## src/rtl/simd_fetch_ctrl_if.sv

```systemverilog
// Instruction-fetch bus bundle for simd_fetch_ctrl.
// Carries two channels:
//   instruction BRAM read port : ins_addr, ins_en (to BRAM), ins_rdata (from BRAM, 1-cycle latency)
//   decoder issue handshake    : issue_valid, issue_ins (to decoder), issue_ready (from decoder)
// Modports:
//   master : the fetch controller side
//   slave  : the BRAM / decoder side
interface simd_fetch_ctrl_if #(
    parameter int INS_ADDR_WIDTH = 11,
    parameter int INS_WIDTH      = 64
);
    logic [INS_ADDR_WIDTH-1:0] ins_addr;
    logic                      ins_en;
    logic [INS_WIDTH-1:0]      ins_rdata;
    logic                      issue_valid;
    logic                      issue_ready;
    logic [INS_WIDTH-1:0]      issue_ins;

    modport master (
        output ins_addr, ins_en, issue_valid, issue_ins,
        input  ins_rdata, issue_ready
    );

    modport slave (
        input  ins_addr, ins_en, issue_valid, issue_ins,
        output ins_rdata, issue_ready
    );
endinterface

```

## src/rtl/simd_fetch_ctrl.sv

```systemverilog
// simd_fetch_ctrl: instruction sequencer for the 4-PE SIMD processor.
// Fetches 64-bit instructions from the instruction BRAM, resolves JMP and HALT
// locally and issues every other instruction to the decoder over valid/ready,
// honouring the global stall.
//
// Ports:
//   clk, rstn        clock (posedge) and asynchronous active-low reset
//   start/start_addr 1-cycle start pulse and first instruction address
//   stall            global stall: blocks fetch and issue
//   busy             high from accepted start until the HALT is retired
//   done             1-cycle pulse when HALT is retired
//   bus (master)     BRAM read port (ins_addr/ins_en/ins_rdata) and
//                    issue handshake (issue_valid/issue_ready/issue_ins)
//   issued_cnt, stall_cnt  performance counters, present only with FETCH_PERF_CNT_EN
//
// Build option: define FETCH_PERF_CNT_EN to add the performance counters.
//
// state   | meaning
// --------+-----------------------------------------------------------
// S_IDLE  | waiting for start
// S_FETCH | drive BRAM read at pc (held while stalled)
// S_WAIT  | BRAM data arriving; decode JMP / HALT / issuable instruction
// S_ISSUE | issue_valid high until accepted without stall
// S_DONE  | HALT retired: pulse done, drop busy
module simd_fetch_ctrl #(
    parameter int                   INS_ADDR_WIDTH = 11,
    parameter int                   INS_WIDTH      = 64,
    parameter int                   OPC_WIDTH      = 4,
    parameter logic [OPC_WIDTH-1:0] OPC_JMP        = 4'hE,
    parameter logic [OPC_WIDTH-1:0] OPC_HALT       = 4'hF
) (
    input  logic                      clk,
    input  logic                      rstn,
    input  logic                      start,
    input  logic [INS_ADDR_WIDTH-1:0] start_addr,
    input  logic                      stall,
    output logic                      busy,
    output logic                      done,
`ifdef FETCH_PERF_CNT_EN
    output logic [31:0]               issued_cnt,
    output logic [31:0]               stall_cnt,
`endif
    simd_fetch_ctrl_if.master         bus
);

    typedef enum logic [2:0] {S_IDLE, S_FETCH, S_WAIT, S_ISSUE, S_DONE} state_t;

    state_t                    state_q, state_d;
    logic [INS_ADDR_WIDTH-1:0] pc_q, pc_d;
    logic [INS_WIDTH-1:0]      issue_ins_q, issue_ins_d;
    logic                      issue_valid_q, issue_valid_d;
    logic                      busy_q, busy_d;
    logic                      done_q, done_d;
    logic                      ins_en;
    logic                      fire;
    logic                      start_acc;
    logic [OPC_WIDTH-1:0]      opc;

    assign opc = bus.ins_rdata[INS_WIDTH-1 -: OPC_WIDTH];

    always_comb begin
        state_d       = state_q;
        pc_d          = pc_q;
        issue_ins_d   = issue_ins_q;
        issue_valid_d = issue_valid_q;
        busy_d        = busy_q;
        done_d        = 1'b0;
        ins_en        = 1'b0;
        fire          = 1'b0;
        start_acc     = 1'b0;
        case (state_q)
            S_IDLE: begin
                // stall does not block acceptance of start
                if (start) begin
                    start_acc = 1'b1;
                    pc_d      = start_addr;
                    busy_d    = 1'b1;
                    state_d   = S_FETCH;
                end
            end
            S_FETCH: begin
                if (!stall) begin
                    ins_en  = 1'b1;
                    state_d = S_WAIT;
                end
            end
            S_WAIT: begin
                // read data is only valid this one cycle, so it is consumed
                // regardless of stall; stall is applied again in FETCH/ISSUE
                if (opc == OPC_JMP) begin
                    pc_d    = bus.ins_rdata[INS_ADDR_WIDTH-1:0];
                    state_d = S_FETCH;
                end else if (opc == OPC_HALT) begin
                    done_d  = 1'b1;
                    state_d = S_DONE;
                end else begin
                    issue_ins_d   = bus.ins_rdata;
                    issue_valid_d = 1'b1;
                    state_d       = S_ISSUE;
                end
            end
            S_ISSUE: begin
                fire = issue_valid_q & bus.issue_ready & ~stall;
                if (fire) begin
                    issue_valid_d = 1'b0;
                    pc_d          = pc_q + 1'b1;   // wraps modulo the BRAM depth
                    state_d       = S_FETCH;
                end
            end
            S_DONE: begin
                busy_d  = 1'b0;
                state_d = S_IDLE;
            end
            default: state_d = S_IDLE;
        endcase
    end

    always_ff @(posedge clk or negedge rstn) begin
        if (!rstn) begin
            state_q       <= S_IDLE;
            pc_q          <= '0;
            issue_ins_q   <= '0;
            issue_valid_q <= 1'b0;
            busy_q        <= 1'b0;
            done_q        <= 1'b0;
        end else begin
            state_q       <= state_d;
            pc_q          <= pc_d;
            issue_ins_q   <= issue_ins_d;
            issue_valid_q <= issue_valid_d;
            busy_q        <= busy_d;
            done_q        <= done_d;
        end
    end

    // pc is only changed outside FETCH, so it doubles as the registered BRAM address
    assign bus.ins_addr    = pc_q;
    assign bus.ins_en      = ins_en;
    assign bus.issue_valid = issue_valid_q;
    assign bus.issue_ins   = issue_ins_q;
    assign busy            = busy_q;
    assign done            = done_q;

`ifdef FETCH_PERF_CNT_EN
    logic [31:0] issued_cnt_q, stall_cnt_q;

    always_ff @(posedge clk or negedge rstn) begin
        if (!rstn) begin
            issued_cnt_q <= '0;
            stall_cnt_q  <= '0;
        end else if (start_acc) begin
            issued_cnt_q <= '0;
            stall_cnt_q  <= '0;
        end else begin
            if (fire && issued_cnt_q != 32'hFFFF_FFFF)
                issued_cnt_q <= issued_cnt_q + 32'd1;
            if (busy_q && stall && stall_cnt_q != 32'hFFFF_FFFF)
                stall_cnt_q <= stall_cnt_q + 32'd1;
        end
    end

    assign issued_cnt = issued_cnt_q;
    assign stall_cnt  = stall_cnt_q;
`endif

endmodule

```

## src/flat_wrapper.sv

```systemverilog
// flat-port wrapper written by rule: the top's interface ports become plain ports
module simd_fetch_ctrl_flat 
#(
    parameter int                   INS_ADDR_WIDTH = 11,
    parameter int                   INS_WIDTH      = 64,
    parameter int                   OPC_WIDTH      = 4,
    parameter logic [OPC_WIDTH-1:0] OPC_JMP        = 4'hE,
    parameter logic [OPC_WIDTH-1:0] OPC_HALT       = 4'hF
)
  (clk, rstn, start, start_addr, stall, busy, done, bus_ins_addr, bus_ins_en, bus_issue_valid, bus_issue_ins, bus_ins_rdata, bus_issue_ready);
  simd_fetch_ctrl_if #(.INS_ADDR_WIDTH(INS_ADDR_WIDTH), .INS_WIDTH(INS_WIDTH)) bus_i ();
  input  logic clk;
  input  logic rstn;
  input  logic start;
  input  logic [INS_ADDR_WIDTH-1:0] start_addr;
  input  logic stall;
  output logic busy;
  output logic done;
  output wire logic [$bits(bus_i.ins_addr)-1:0] bus_ins_addr;
  output wire logic [$bits(bus_i.ins_en)-1:0] bus_ins_en;
  output wire logic [$bits(bus_i.issue_valid)-1:0] bus_issue_valid;
  output wire logic [$bits(bus_i.issue_ins)-1:0] bus_issue_ins;
  input wire logic [$bits(bus_i.ins_rdata)-1:0] bus_ins_rdata;
  input wire logic [$bits(bus_i.issue_ready)-1:0] bus_issue_ready;
  assign bus_ins_addr = bus_i.ins_addr;
  assign bus_ins_en = bus_i.ins_en;
  assign bus_issue_valid = bus_i.issue_valid;
  assign bus_issue_ins = bus_i.issue_ins;
  assign bus_i.ins_rdata = bus_ins_rdata;
  assign bus_i.issue_ready = bus_issue_ready;
  simd_fetch_ctrl #(.INS_ADDR_WIDTH(INS_ADDR_WIDTH), .INS_WIDTH(INS_WIDTH), .OPC_WIDTH(OPC_WIDTH), .OPC_JMP(OPC_JMP), .OPC_HALT(OPC_HALT)) u_core (.clk(clk), .rstn(rstn), .start(start), .start_addr(start_addr), .stall(stall), .busy(busy), .done(done), .bus(bus_i));
endmodule
```

## config.mk

```make
export PLATFORM = sky130hd
export DESIGN_NAME = simd_fetch_ctrl_flat
export DESIGN_NICKNAME = d
export VERILOG_FILES = /design/src/rtl/simd_fetch_ctrl_if.sv /design/src/rtl/simd_fetch_ctrl.sv /design/src/flat_wrapper.sv
export SDC_FILE = /design/constraint.sdc
export NUM_CORES = 1
export LEC_CHECK = 0
export BUFFER_PORTS_ARGS = -buffer_cell sky130_fd_sc_hd__buf_2
export CAP_MARGIN = 20
export CORE_MARGIN = 3
export CORE_UTILIZATION = 30
export DETAILED_ROUTE_END_ITERATION = 8
export PLACE_DENSITY = 0.57
export SYNTH_ARGS = -nofsm -noshare
export SYNTH_HDL_FRONTEND = slang
export SYNTH_SLANG_ARGS = --single-unit
```

## constraint.sdc

```tcl
create_clock -name clk -period 4.15 [get_ports clk]
set_input_delay 0.2075 -clock clk [delete_from_list [all_inputs] [get_ports clk]]
set_output_delay 0.2075 -clock clk [all_outputs]
set_load 0.1 [all_outputs]
```

== Yosys cells after proc, flatten, opt, wreduce, memory -nomap -nowiden ==
Cells that the tools add are included.

* Reductions and logical operators: 9
* Bitwise logic cells: 5
* Mux-type cells: 21
* Eq/ne operators: 12
* $add $sub $neg: 1

{| class="wikitable"
|+ Operators by type and width
! kind !! count
|-
| 11-bit 2-to-1 mux || 3
|-
| 11-bit one-hot mux with 3 select lines || 1
|-
| 3-bit 2-to-1 mux || 5
|-
| 3-bit one-hot mux with 4 select lines || 1
|-
| 11-bit by 1-bit adder with 11-bit output, second input constant || 1
|-
| 1-bit 2-to-1 mux || 9
|-
| 4-bit equality test, second input constant || 2
|-
| 2-bit inequality test, second input constant || 4
|-
| 4-bit AND reduction || 2
|-
| 3-bit by 2-bit equality test with 1-bit output, second input constant || 2
|-
| 3-bit AND reduction || 2
|-
| 2-bit by 1-bit inequality test with 1-bit output, second input constant || 2
|-
| 1-bit one-hot mux with 2 select lines || 2
|-
| 2-bit nonzero test || 2
|-
| 3-bit by 1-bit equality test with 1-bit output, second input constant || 1
|-
| 3-bit equality test, second input constant || 1
|-
| 3-bit zero test || 1
|-
| 1-bit NOT || 3
|-
| 3-bit nonzero test || 1
|-
| 1-bit AND || 2
|-
| 2-bit AND reduction || 1
|}

* Flip-flop bits (word level): 81
* Output and inout port bits: 79
* Logic and storage cells: 54
* Bits of input ports: 80

== Logic depth before layout (Yosys ltp) ==
Gate-level depths: netlist of the first run.

* Depth after elaboration: 4
* Mapped depth: 7

== Worst setup path after synthesis of the first run ==
Ideal clock, no wire load.

* Path kind: flip-flop to output port
* From: reg u_core.state_q[0]
* To: out bus_ins_en
* Arrival: 2913 ps
* Slack: 1029 ps
* Stages on the path, launching flop included: 5
* Data required time: 3943 ps
* Path through: dfrtp_1 buf_6 clkbuf_1 nand2_1 nor3_1

* Word-level cells in the longest chain between the ends: 2

{| class="wikitable"
|+ Ends and longest elaborated chain
! element !! line !! text
|-
| from (decl) || simd_fetch_ctrl.sv:48 || <nowiki>state_t state_q, state_d;</nowiki>
|-
| from (signal assigned) || simd_fetch_ctrl.sv:127 || <nowiki>state_q <= state_d;</nowiki>
|-
| 3-bit by 1-bit equality test with 1-bit output || simd_fetch_ctrl.sv:71 || <nowiki>case (state_q)</nowiki>
|-
| 1-bit 2-to-1 mux || simd_fetch_ctrl.sv:71 ||
|-
| to (decl) || flat_wrapper.sv:20 || <nowiki>output wire logic [$bits(bus_i.ins_en)-1:0] bus_ins_en;</nowiki>
|}

Every way passes these cells.

== Worst setup path in the final report of the first run ==
* From: reg u_core.state_q[0]
* To: reg u_core.pc_q[1], in the netlist u_core.bus.ins_addr[1]

* Word-level cells in the longest chain between the ends: 3
* Elaborated cells between the ends (all ways): 9
* Those cells by class: eq/ne: 5; mux: 1; reduce/logical: 3

{| class="wikitable"
|+ Ends and longest elaborated chain
! element !! line !! text
|-
| 3-bit by 2-bit equality test with 1-bit output / 3-bit zero test (equally long branches) || simd_fetch_ctrl.sv:71 ||
|-
| 2-bit by 1-bit inequality test with 1-bit output (no line), or another cell as far along || -- ||
|-
| 4-bit AND reduction (no line) || -- ||
|-
| to (signal assigned) || simd_fetch_ctrl.sv:128 || <nowiki>pc_q <= pc_d;</nowiki>
|-
| to (decl) || simd_fetch_ctrl.sv:49 || <nowiki>logic [INS_ADDR_WIDTH-1:0] pc_q, pc_d;</nowiki>
|}

Parallel ways exist; a longest one is shown, timed or not.
A chain may end at the register's enable or synchronous reset.

==> results.sh, run 1 <==
export IMPL_ys_warnings_count=0
export IMPL_synth_seq_cells=81
export IMPL_synth_distinct_cells=45
export IMPL_outcome="completed"
export IMPL_io_pins=159
export IMPL_overflow=0
export IMPL_clk_latency_ps=330
export IMPL_clockBufferDepth=2
export IMPL_firstDrtPassIters=4
export IMPL_finalHoldViolations=0
export IMPL_critPathLaunchType="flip-flop"
export IMPL_rr_endpoint="u_core.bus.ins_addr[1]"
export IMPL_tns_ps=0
export IMPL_clk_pin_slew_ps=60
export IMPL_via_per_inst=4.68
export IMPL_clock_sinks=81
export IMPL_endpoint_kind="flip-flop"
export IMPL_cp_data_required_time_ps=4370
export IMPL_cts_made_buffers=9
export IMPL_htreeDepth=3
export IMPL_final_cell_mix="nand2_1 (162), buf_2 (157), dfrtp_1 (81), nand3_1 (11), mux2_2 (11)"
export IMPL_antenna_found_initial=0
export IMPL_synthesis_nets=460
export IMPL_final_common_cell="nand2_1"
export IMPL_core_area_um2=11500
export IMPL_drcViolationCount=0
export IMPL_grt_max_degree=82
export IMPL_path_class="reg -> reg"
export IMPL_slew_headroom=0.361
export IMPL_drt_iter0_drc=170
export IMPL_yosysSeqAreaShare=0.568
export IMPL_fmax_mhz=384
export IMPL_worstPathArrival_ps=2820
export IMPL_critPathMaxFanout=27
export IMPL_gp_congestion=0.822
export IMPL_die_h_um=115
export IMPL_wl_per_cell_um=14.2
export IMPL_rsz0062_at_grt="no"
export IMPL_grt_pass1_wl_um=14900
export IMPL_async_reset_ff_frac=1.00
export IMPL_grt_pass1_vias=3029
export IMPL_initial_core_util=0.310
export IMPL_io_buffers=158
export IMPL_worstMarginPinSlew_ps=959
export IMPL_max_cap_violations=0
export IMPL_rr_startpoint="u_core.state_q[0]"
export IMPL_holdPathEnd="u_core.bus.issue_ins[52]"
export IMPL_syn_instance_count=379
export IMPL_placementRows=39
export IMPL_synth_area_per_cell_um2=9.42
export IMPL_hold_depth=3
export IMPL_min_path_type="in -> reg"
export IMPL_syn_to_final_growth_pct=32.7
export IMPL_grt_usage=0.142
export IMPL_ff2ff_setup_slack_ps=1550
export IMPL_postRouteAntennaNets=0
export IMPL_hpwl_um=6840
export IMPL_finalCritPeriodShare=0.627
export IMPL_dp_cells=658
export IMPL_wirelength_um=9560
export IMPL_final_cells=675
export IMPL_nNetsFinal=609
export IMPL_r2r_cells=4
export IMPL_final_setup_viol_count=0
export IMPL_drive_gt1_frac=0.361
export IMPL_die_x_um=115
export IMPL_cts_tree="yes"
export IMPL_synth_edf_count=0
export IMPL_die_area_um2=13200
export IMPL_num_antenna_cells=0
export IMPL_vias=3161
export IMPL_hold_start="bus_ins_rdata[52]"
export IMPL_cts_root_buf="clkbuf_16"
export IMPL_synth_ff_type="dfrtp_1"
export IMPL_period_needed_ps=2600
export IMPL_slew_viol_final=0
export IMPL_syn_cell_area_um2=3570
export IMPL_skew_ps=4.94
how the worst max path moves through the flow:
stage,from,end,slack [ps],cells after the start
floorplan,u_core.state_q[0],bus_ins_en,1030,4
global placement,u_core.state_q[0],u_core.bus.ins_addr[0],1630,4
detailed placement,u_core.state_q[0],u_core.bus.ins_addr[0],1570,4
CTS,u_core.state_q[0],u_core.bus.ins_addr[0],1560,4
global route,u_core.state_q[0],u_core.bus.ins_addr[1],1400,4
finish,u_core.state_q[0],u_core.bus.ins_addr[1],1550,4
what timing repair did:
action	4_1_cts	5_1_grt
buffers inserted	0	0
gates resized for setup	0	0
setup endpoints to repair	0	0
endpoints found under the hold margin	0	38
hold buffers	0	1
critical path: stages, from the launching register on:
cell and delay [ps]:
dfrtp_1 700, and3b_1 440, a221oi_2 610, and2_1 400
mux2_4 330
stage by stage:
stage	instance area, um^2	hold slack (ps)	setup slack (ps)	utilization
floorplan	3570	-88.1	1030	-
global placement	4430	398	1630	0.384
detailed placement	4430	403	1570	0.384
CTS	4710	47.7	1560	0.409
global route	4740	60.7	1400	0.411
finish	4740	63.3	1550	0.411
metal layers:
metal	share of wire	up-vias	wire [um]	global-route usage
li1	-	1555	-	-
met1	0.46	1464	4440	0.189
met2	0.45	131	4320	0.223
met3	0.068	11	646	0.0358
met4	0.017	0	158	0.0556
met5	0	-	0	0
state kept, by name (all words and copies together), names as in the netlist:
name,flops
u_core.state_q,3
u_core.busy,1
u_core.bus.issue_valid,1
u_core.bus.ins_addr,11
u_core.done,1
u_core.bus.issue_ins,64
cell type report:
| cell class | instances | area [um^2] |
|---|---|---|
| well taps | 143 | 179 |
| repair buffers | 161 | 831 |
| inverters | 6 | 22.5 |
| fillers | 1188 | 6780 |
| flip-flops and latches | 81 | 2030 |
| clock buffers | 12 | 267 |
| multi-input cells | 269 | 1400 |
| clock inverters | 3 | 15.0 |
cells by family (layout without fill, tap and decap cells):
| kind of cell | after synthesis | count (layout) | synth area share |
|---|---|---|---|
| AND/OR/NAND/NOR | 205 | 205 | 0.242 |
| flip-flops | 81 | 81 | 0.568 |
| AO/OA/AOI/OAI | 45 | 45 | 0.0894 |
| buffers and inverters | 29 | 182 | 0.0410 |
| multiplexers | 15 | 15 | 0.0487 |
| XOR/XNOR | 3 | 3 | 0.00736 |
| adder cells (fa/ha/maj) | 1 | 1 | 0.00350 |
Yosys cell counts (all sizes together) (3+ instances only):
cell type  count  share of area
nand2        163           0.17
dfrtp         81           0.57
buf           19          0.030
mux2          13          0.043
nand3         11          0.015
a21oi         10          0.014
o21ai          9          0.013
nor2           7         0.0074
inv            6         0.0063
nor3b          5          0.012
a221oi         4          0.012
clkbuf         4         0.0042
o2bb2ai        4         0.0098
o31ai          4         0.0084
and2           3         0.0053
nand2b         3         0.0053
nor4           3         0.0053
Power of run 1 is left out: the tool's default activity adds up to more than one toggle a clock period on the data nets, which glitch-free logic cannot reach.
==> run 2: changes to the inputs <==
ABC_AREA = 1   (was unset)
clock period = 2.5 ns   (was 4.15 ns; I/O delays follow)
==> run 2 against run 1 <==
Flip-flop and latch count is the same. First-iteration DRC count up 35%. Synthesized cell count is 22% higher. Non-clock buffer count grew 54. Sequential share of layout area fell by 5.2 points. Highest routed layer unchanged.
==> results.sh, run 2 <==
export IMPL_hpwl_um=7100
export IMPL_max_cap_violations=0
export IMPL_syn_instance_count=461
export IMPL_skew_ps=4.50
export IMPL_min_path_type="in -> reg"
export IMPL_synth_area_leaders="dfrtp_1 (56%), nand2_1 (26%), nand3_1 (3.5%)"
export IMPL_finalHoldViolations=0
export IMPL_async_reset_ff_frac=1.00
export IMPL_die_h_um=116
export IMPL_final_setup_viol_count=0
export IMPL_postRouteAntennaNets=0
export IMPL_die_area_um2=13400
export IMPL_ys_warnings_count=0
export IMPL_worstMarginPinSlew_ps=698
export IMPL_worstPathArrival_ps=2030
export IMPL_post_synth_top_count_cell="nand2_1"
export IMPL_placementRows=39
export IMPL_wl_per_cell_um=13.0
export IMPL_outcome="completed"
export IMPL_cp_data_required_time_ps=2730
export IMPL_core_area_um2=11600
export IMPL_synth_edf_count=0
export IMPL_slew_headroom=0.535
export IMPL_period_needed_ps=1800
export IMPL_yosys_area_top_type="dfrtp_1"
export IMPL_critPathMaxFanout=71
export IMPL_yosysSeqAreaShare=0.562
export IMPL_antenna_found_initial=0
export IMPL_clock_sinks=81
export IMPL_syn_to_final_growth_pct=49.3
export IMPL_drive_gt1_frac=0.276
export IMPL_grt_pass1_wl_um=17200
export IMPL_overflow=0
export IMPL_post_cts_buffers=0
export IMPL_critPathLaunchType="flip-flop"
export IMPL_syn_cell_area_um2=3610
export IMPL_firstDrtPassIters=4
export IMPL_tns_ps=0
export IMPL_io_buffers=158
export IMPL_synth_ff_type="dfrtp_1"
export IMPL_synth_top_cell_area_share=0.562
export IMPL_cts_root_buf="clkbuf_16"
export IMPL_grt_pass1_vias=3527
export IMPL_grt_max_degree=82
export IMPL_grt_usage=0.163
export IMPL_largest_reg_flops=64
export IMPL_vias=3692
export IMPL_final_common_cell="nand2_1"
export IMPL_io_pins=159
export IMPL_clk_pin_slew_ps=60
export IMPL_rsz0062_at_grt="no"
export IMPL_slew_viol_final=0
export IMPL_synth_common_cells="nand2_1 (251), dfrtp_1 (81), inv_1 (27)"
export IMPL_initial_core_util=0.312
export IMPL_wirelength_um=10700
export IMPL_num_antenna_cells=0
export IMPL_clk_latency_ps=340
export IMPL_htreeDepth=3
export IMPL_drt_iter0_drc=230
export IMPL_final_cell_mix="nand2_1 (251), buf_2 (157), dfrtp_1 (81), dlygate4sd3_1 (53), inv_1 (27)"
export IMPL_die_x_um=116
export IMPL_synth_area_per_cell_um2=7.83
export IMPL_nNetsFinal=752
export IMPL_cts_tree="yes"
export IMPL_endpoint_kind="flip-flop"
export IMPL_path_class="reg -> reg"
export IMPL_synth_distinct_cells=25
export IMPL_synthesis_nets=542
export IMPL_fmax_mhz=556
export IMPL_via_per_inst=4.51
export IMPL_cts_made_buffers=9
export IMPL_synth_seq_cells=81
export IMPL_gp_congestion=0.839
export IMPL_finalCritPeriodShare=0.720
export IMPL_clockBufferDepth=2
export IMPL_drcViolationCount=0
==> run 2: through the flow <==
| step | worst slack [ps] | utilization | area [um^2] | hold slack [ps] | std cells |
|---|---|---|---|---|---|
| 3_3_place_gp | 736 | 0.391 | 4520 | 318 | 749 |
| 3_5_place_dp | 712 | 0.391 | 4520 | 325 | 749 |
| 6_report | 700 | 0.466 | 5390 | 16.1 | 818 |
| 5_1_grt | 537 | 0.466 | 5390 | 4.01 | 818 |
| 2_1_floorplan | 475 | - | 3610 | -171 | 461 |
| 4_1_cts | 700 | 0.463 | 5360 | 3.95 | 816 |
==> run 2: cell families after synthesis <==
kind of cell,Yosys count,synth area share
simple gates,305,0.335
flops,81,0.562
buf+inv,46,0.0575
compound gates,28,0.0426
fa+ha+maj,1,0.00347
==> run 2: cell type report <==
class                           count  area [um^2]
Timing Repair Buffer              215         1380
Clock inverter                      2         35.0
Sequential cell                    81         2030
Clock buffer                       13          280
Multi-Input combinational cell    334         1380
Inverter                           30          115
Tap cell                          143          179
Fill cell                        1114         6170
==> run 2: worst max-delay path: stages, from the launching register on <==
cell and delay (ps):
dfrtp_1 430, nor2_2 70, nand2_2 160, inv_4 100, nand2_4 70, buf_4 560, nand2_1 110, nand3b_1 120
nand2_1 50
==> run 2: repair_timing <==
action / in CTS / in global routing
hold endpoints to repair: 52 / 41
hold buffers: 52 / 1
resized for setup: 0 / 0
==> run 2: metal layers <==
| metal | part of all wire | GRT usage | up-vias |
|---|---|---|---|
| met3 | 0.081 | 0.0564 | 9 |
| met5 | 0 | 0 | - |
| met2 | 0.48 | 0.258 | 138 |
| li1 | - | - | 1840 |
| met1 | 0.43 | 0.210 | 1705 |
| met4 | 0.011 | 0.0549 | 0 |
==> run 2: final timing paths <==
| kind | slack [ps] | to | cells after the start | from |
|---|---|---|---|---|
| max | 700 | u_core.state_q[1] | 8 | u_core.state_q[0] |
| max in group asynchronous | 1580 | u_core.bus.issue_ins[54] | 3 | rstn |
| max reg2reg | 700 | u_core.state_q[1] | 8 | u_core.state_q[0] |
| min in group asynchronous | 300 | u_core.bus.issue_ins[6] | 2 | rstn |
| min reg2reg | 470 | u_core.bus.issue_ins[9] | 2 | u_core.bus.issue_ins[9] |
| min | 20 | u_core.bus.issue_ins[10] | 3 | bus_ins_rdata[10] |
Power of run 2 is left out for the same reason.
==> run 3: changes to the inputs <==
clock period = 1.8 ns   (was 2.5 ns; I/O delays follow)
==> run 3 against run 2 <==
Final cell count rose by 0.98%. Die area did not move. Utilization rose by 0.61 points. First-iteration DRC count rose by 0.87%. Wire length rose by 0.52%. Clock skew barely moved. Cell area rose by 1.3%. Sequential share of layout area fell by 0.37 points. Critical path depth fell by 4. Setup slack got worse by 550 ps. Non-clock buffer count rose by 9. Critical path type is now reg -> out. Critical endpoint is now bus_ins_en. Largest cell class unchanged.
==> results.sh, run 3 (same netlist as run 2, synthesis figures left out) <==
export IMPL_rr_startpoint="u_core.state_q[0]"
export IMPL_drt_iter0_drc=232
export IMPL_r2r_cells=8
export IMPL_firstDrtPassIters=4
export IMPL_core_area_um2=11600
export IMPL_finalHoldViolations=0
export IMPL_postRouteAntennaNets=0
export IMPL_rr_endpoint="u_core.bus.issue_ins[39]"
export IMPL_htreeDepth=3
export IMPL_overflow=0
export IMPL_die_x_um=116
export IMPL_clk_pin_slew_ps=60
export IMPL_initial_core_util=0.312
export IMPL_final_common_cell="nand2_1"
export IMPL_largest_reg_flops=64
export IMPL_wirelength_um=10700
export IMPL_antenna_found_initial=0
export IMPL_max_cap_violations=0
export IMPL_tns_ps=0
export IMPL_period_needed_ps=1650
export IMPL_final_setup_viol_count=0
export IMPL_ff2ff_setup_slack_ps=160
export IMPL_cts_made_buffers=9
export IMPL_grt_pass1_vias=3721
export IMPL_endpoint_kind="primary output"
export IMPL_gp_congestion=0.872
export IMPL_drcViolationCount=0
export IMPL_skew_ps=4.55
export IMPL_syn_to_final_growth_pct=51.3
export IMPL_hold_start="bus_ins_rdata[8]"
export IMPL_clock_sinks=81
export IMPL_cp_data_required_time_ps=1710
export IMPL_wl_per_cell_um=13.0
export IMPL_clk_latency_ps=330
export IMPL_nNetsFinal=761
export IMPL_slew_headroom=0.659
export IMPL_drive_gt1_frac=0.283
export IMPL_worstPathArrival_ps=1560
export IMPL_critPathMaxFanout=7
export IMPL_fillers=1104
export IMPL_clockBufferDepth=2
export IMPL_critPathCapture="bus_ins_en"
export IMPL_grt_usage=0.163
export IMPL_num_antenna_cells=0
export IMPL_min_path_type="in -> reg"
export IMPL_outcome="completed"
export IMPL_placementRows=39
export IMPL_grt_max_degree=60
export IMPL_cts_tree="yes"
export IMPL_worstMarginPinSlew_ps=512
export IMPL_slew_viol_final=0
export IMPL_post_cts_buffers=0
export IMPL_path_class="reg -> out"
export IMPL_die_area_um2=13400
export IMPL_finalCritPeriodShare=0.917
export IMPL_hpwl_um=7450
export IMPL_grt_pass1_wl_um=17500
export IMPL_vias=3729
export IMPL_rsz0062_at_grt="no"
export IMPL_fmax_mhz=606
export IMPL_cts_root_buf="clkbuf_16"
export IMPL_crit_start="u_core.state_q[1]"
export IMPL_final_cell_mix="nand2_1 (250), buf_2 (157), dfrtp_1 (76), dlygate4sd3_1 (60), inv_1 (27)"
export IMPL_critPathLaunchType="flip-flop"
export IMPL_io_buffers=158
export IMPL_die_h_um=116
export IMPL_via_per_inst=4.51
export IMPL_io_pins=159
## run 3: worst min path at each step
stage                              endpoint  slack, ps  cells after the start
floorplan            u_core.bus.ins_addr[0]       -210                      0
global placement    u_core.bus.issue_ins[6]        100                      1
detailed placement  u_core.bus.issue_ins[6]        100                      1
CTS                 u_core.bus.issue_ins[8]         40                      3
global route                    u_core.busy         60                      3
finish              u_core.bus.issue_ins[8]         50                      3
## run 3: critical path, stage by stage, from the launching register on
cell,delay [ps]
dfrtp_1,450
inv_1,110
nand3_1,140
nor2_2,110
buf_2,430
## run 3: what timing repair did
action	4_1_cts	5_1_grt
endpoints found under the setup margin	0	3
resized for setup	0	2
endpoints found under the hold margin	96	0
hold buffers	60	0
## run 3: final cells by class
cell class / instances / area, um^2 / share of cell area
Sequential cell: 81 / 2030 / 0.372
Tap cell: 143 / 179 / 0.0328
Clock buffer: 11 / 243 / 0.0445
Clock inverter: 3 / 42.5 / 0.00779
Multi-Input combinational cell: 334 / 1380 / 0.253
Inverter: 30 / 115 / 0.0211
Timing Repair Buffer: 224 / 1470 / 0.269
## run 3: through the flow
step	setup slack [ps]	utilization	area, um^2	hold slack (ps)	cells
after floorplan	29.5	-	3620	-206	461
after global placement	195	0.395	4570	95.8	752
after detailed placement	176	0.395	4570	99.3	752
after CTS	144	0.472	5450	38.3	826
after global routing	0.735	0.472	5460	64.5	826
final	149	0.472	5460	47.5	826
## run 3: routing by layer
metal	GRT usage	wire length, um	vias up	part of all wire
met5	0	0	-	0
met4	0.0681	189	0	0.018
met3	0.0339	744	16	0.069
met2	0.269	5070	153	0.47
met1	0.210	4710	1702	0.44
li1	-	-	1858	-
Power of run 3 is left out for the same reason.
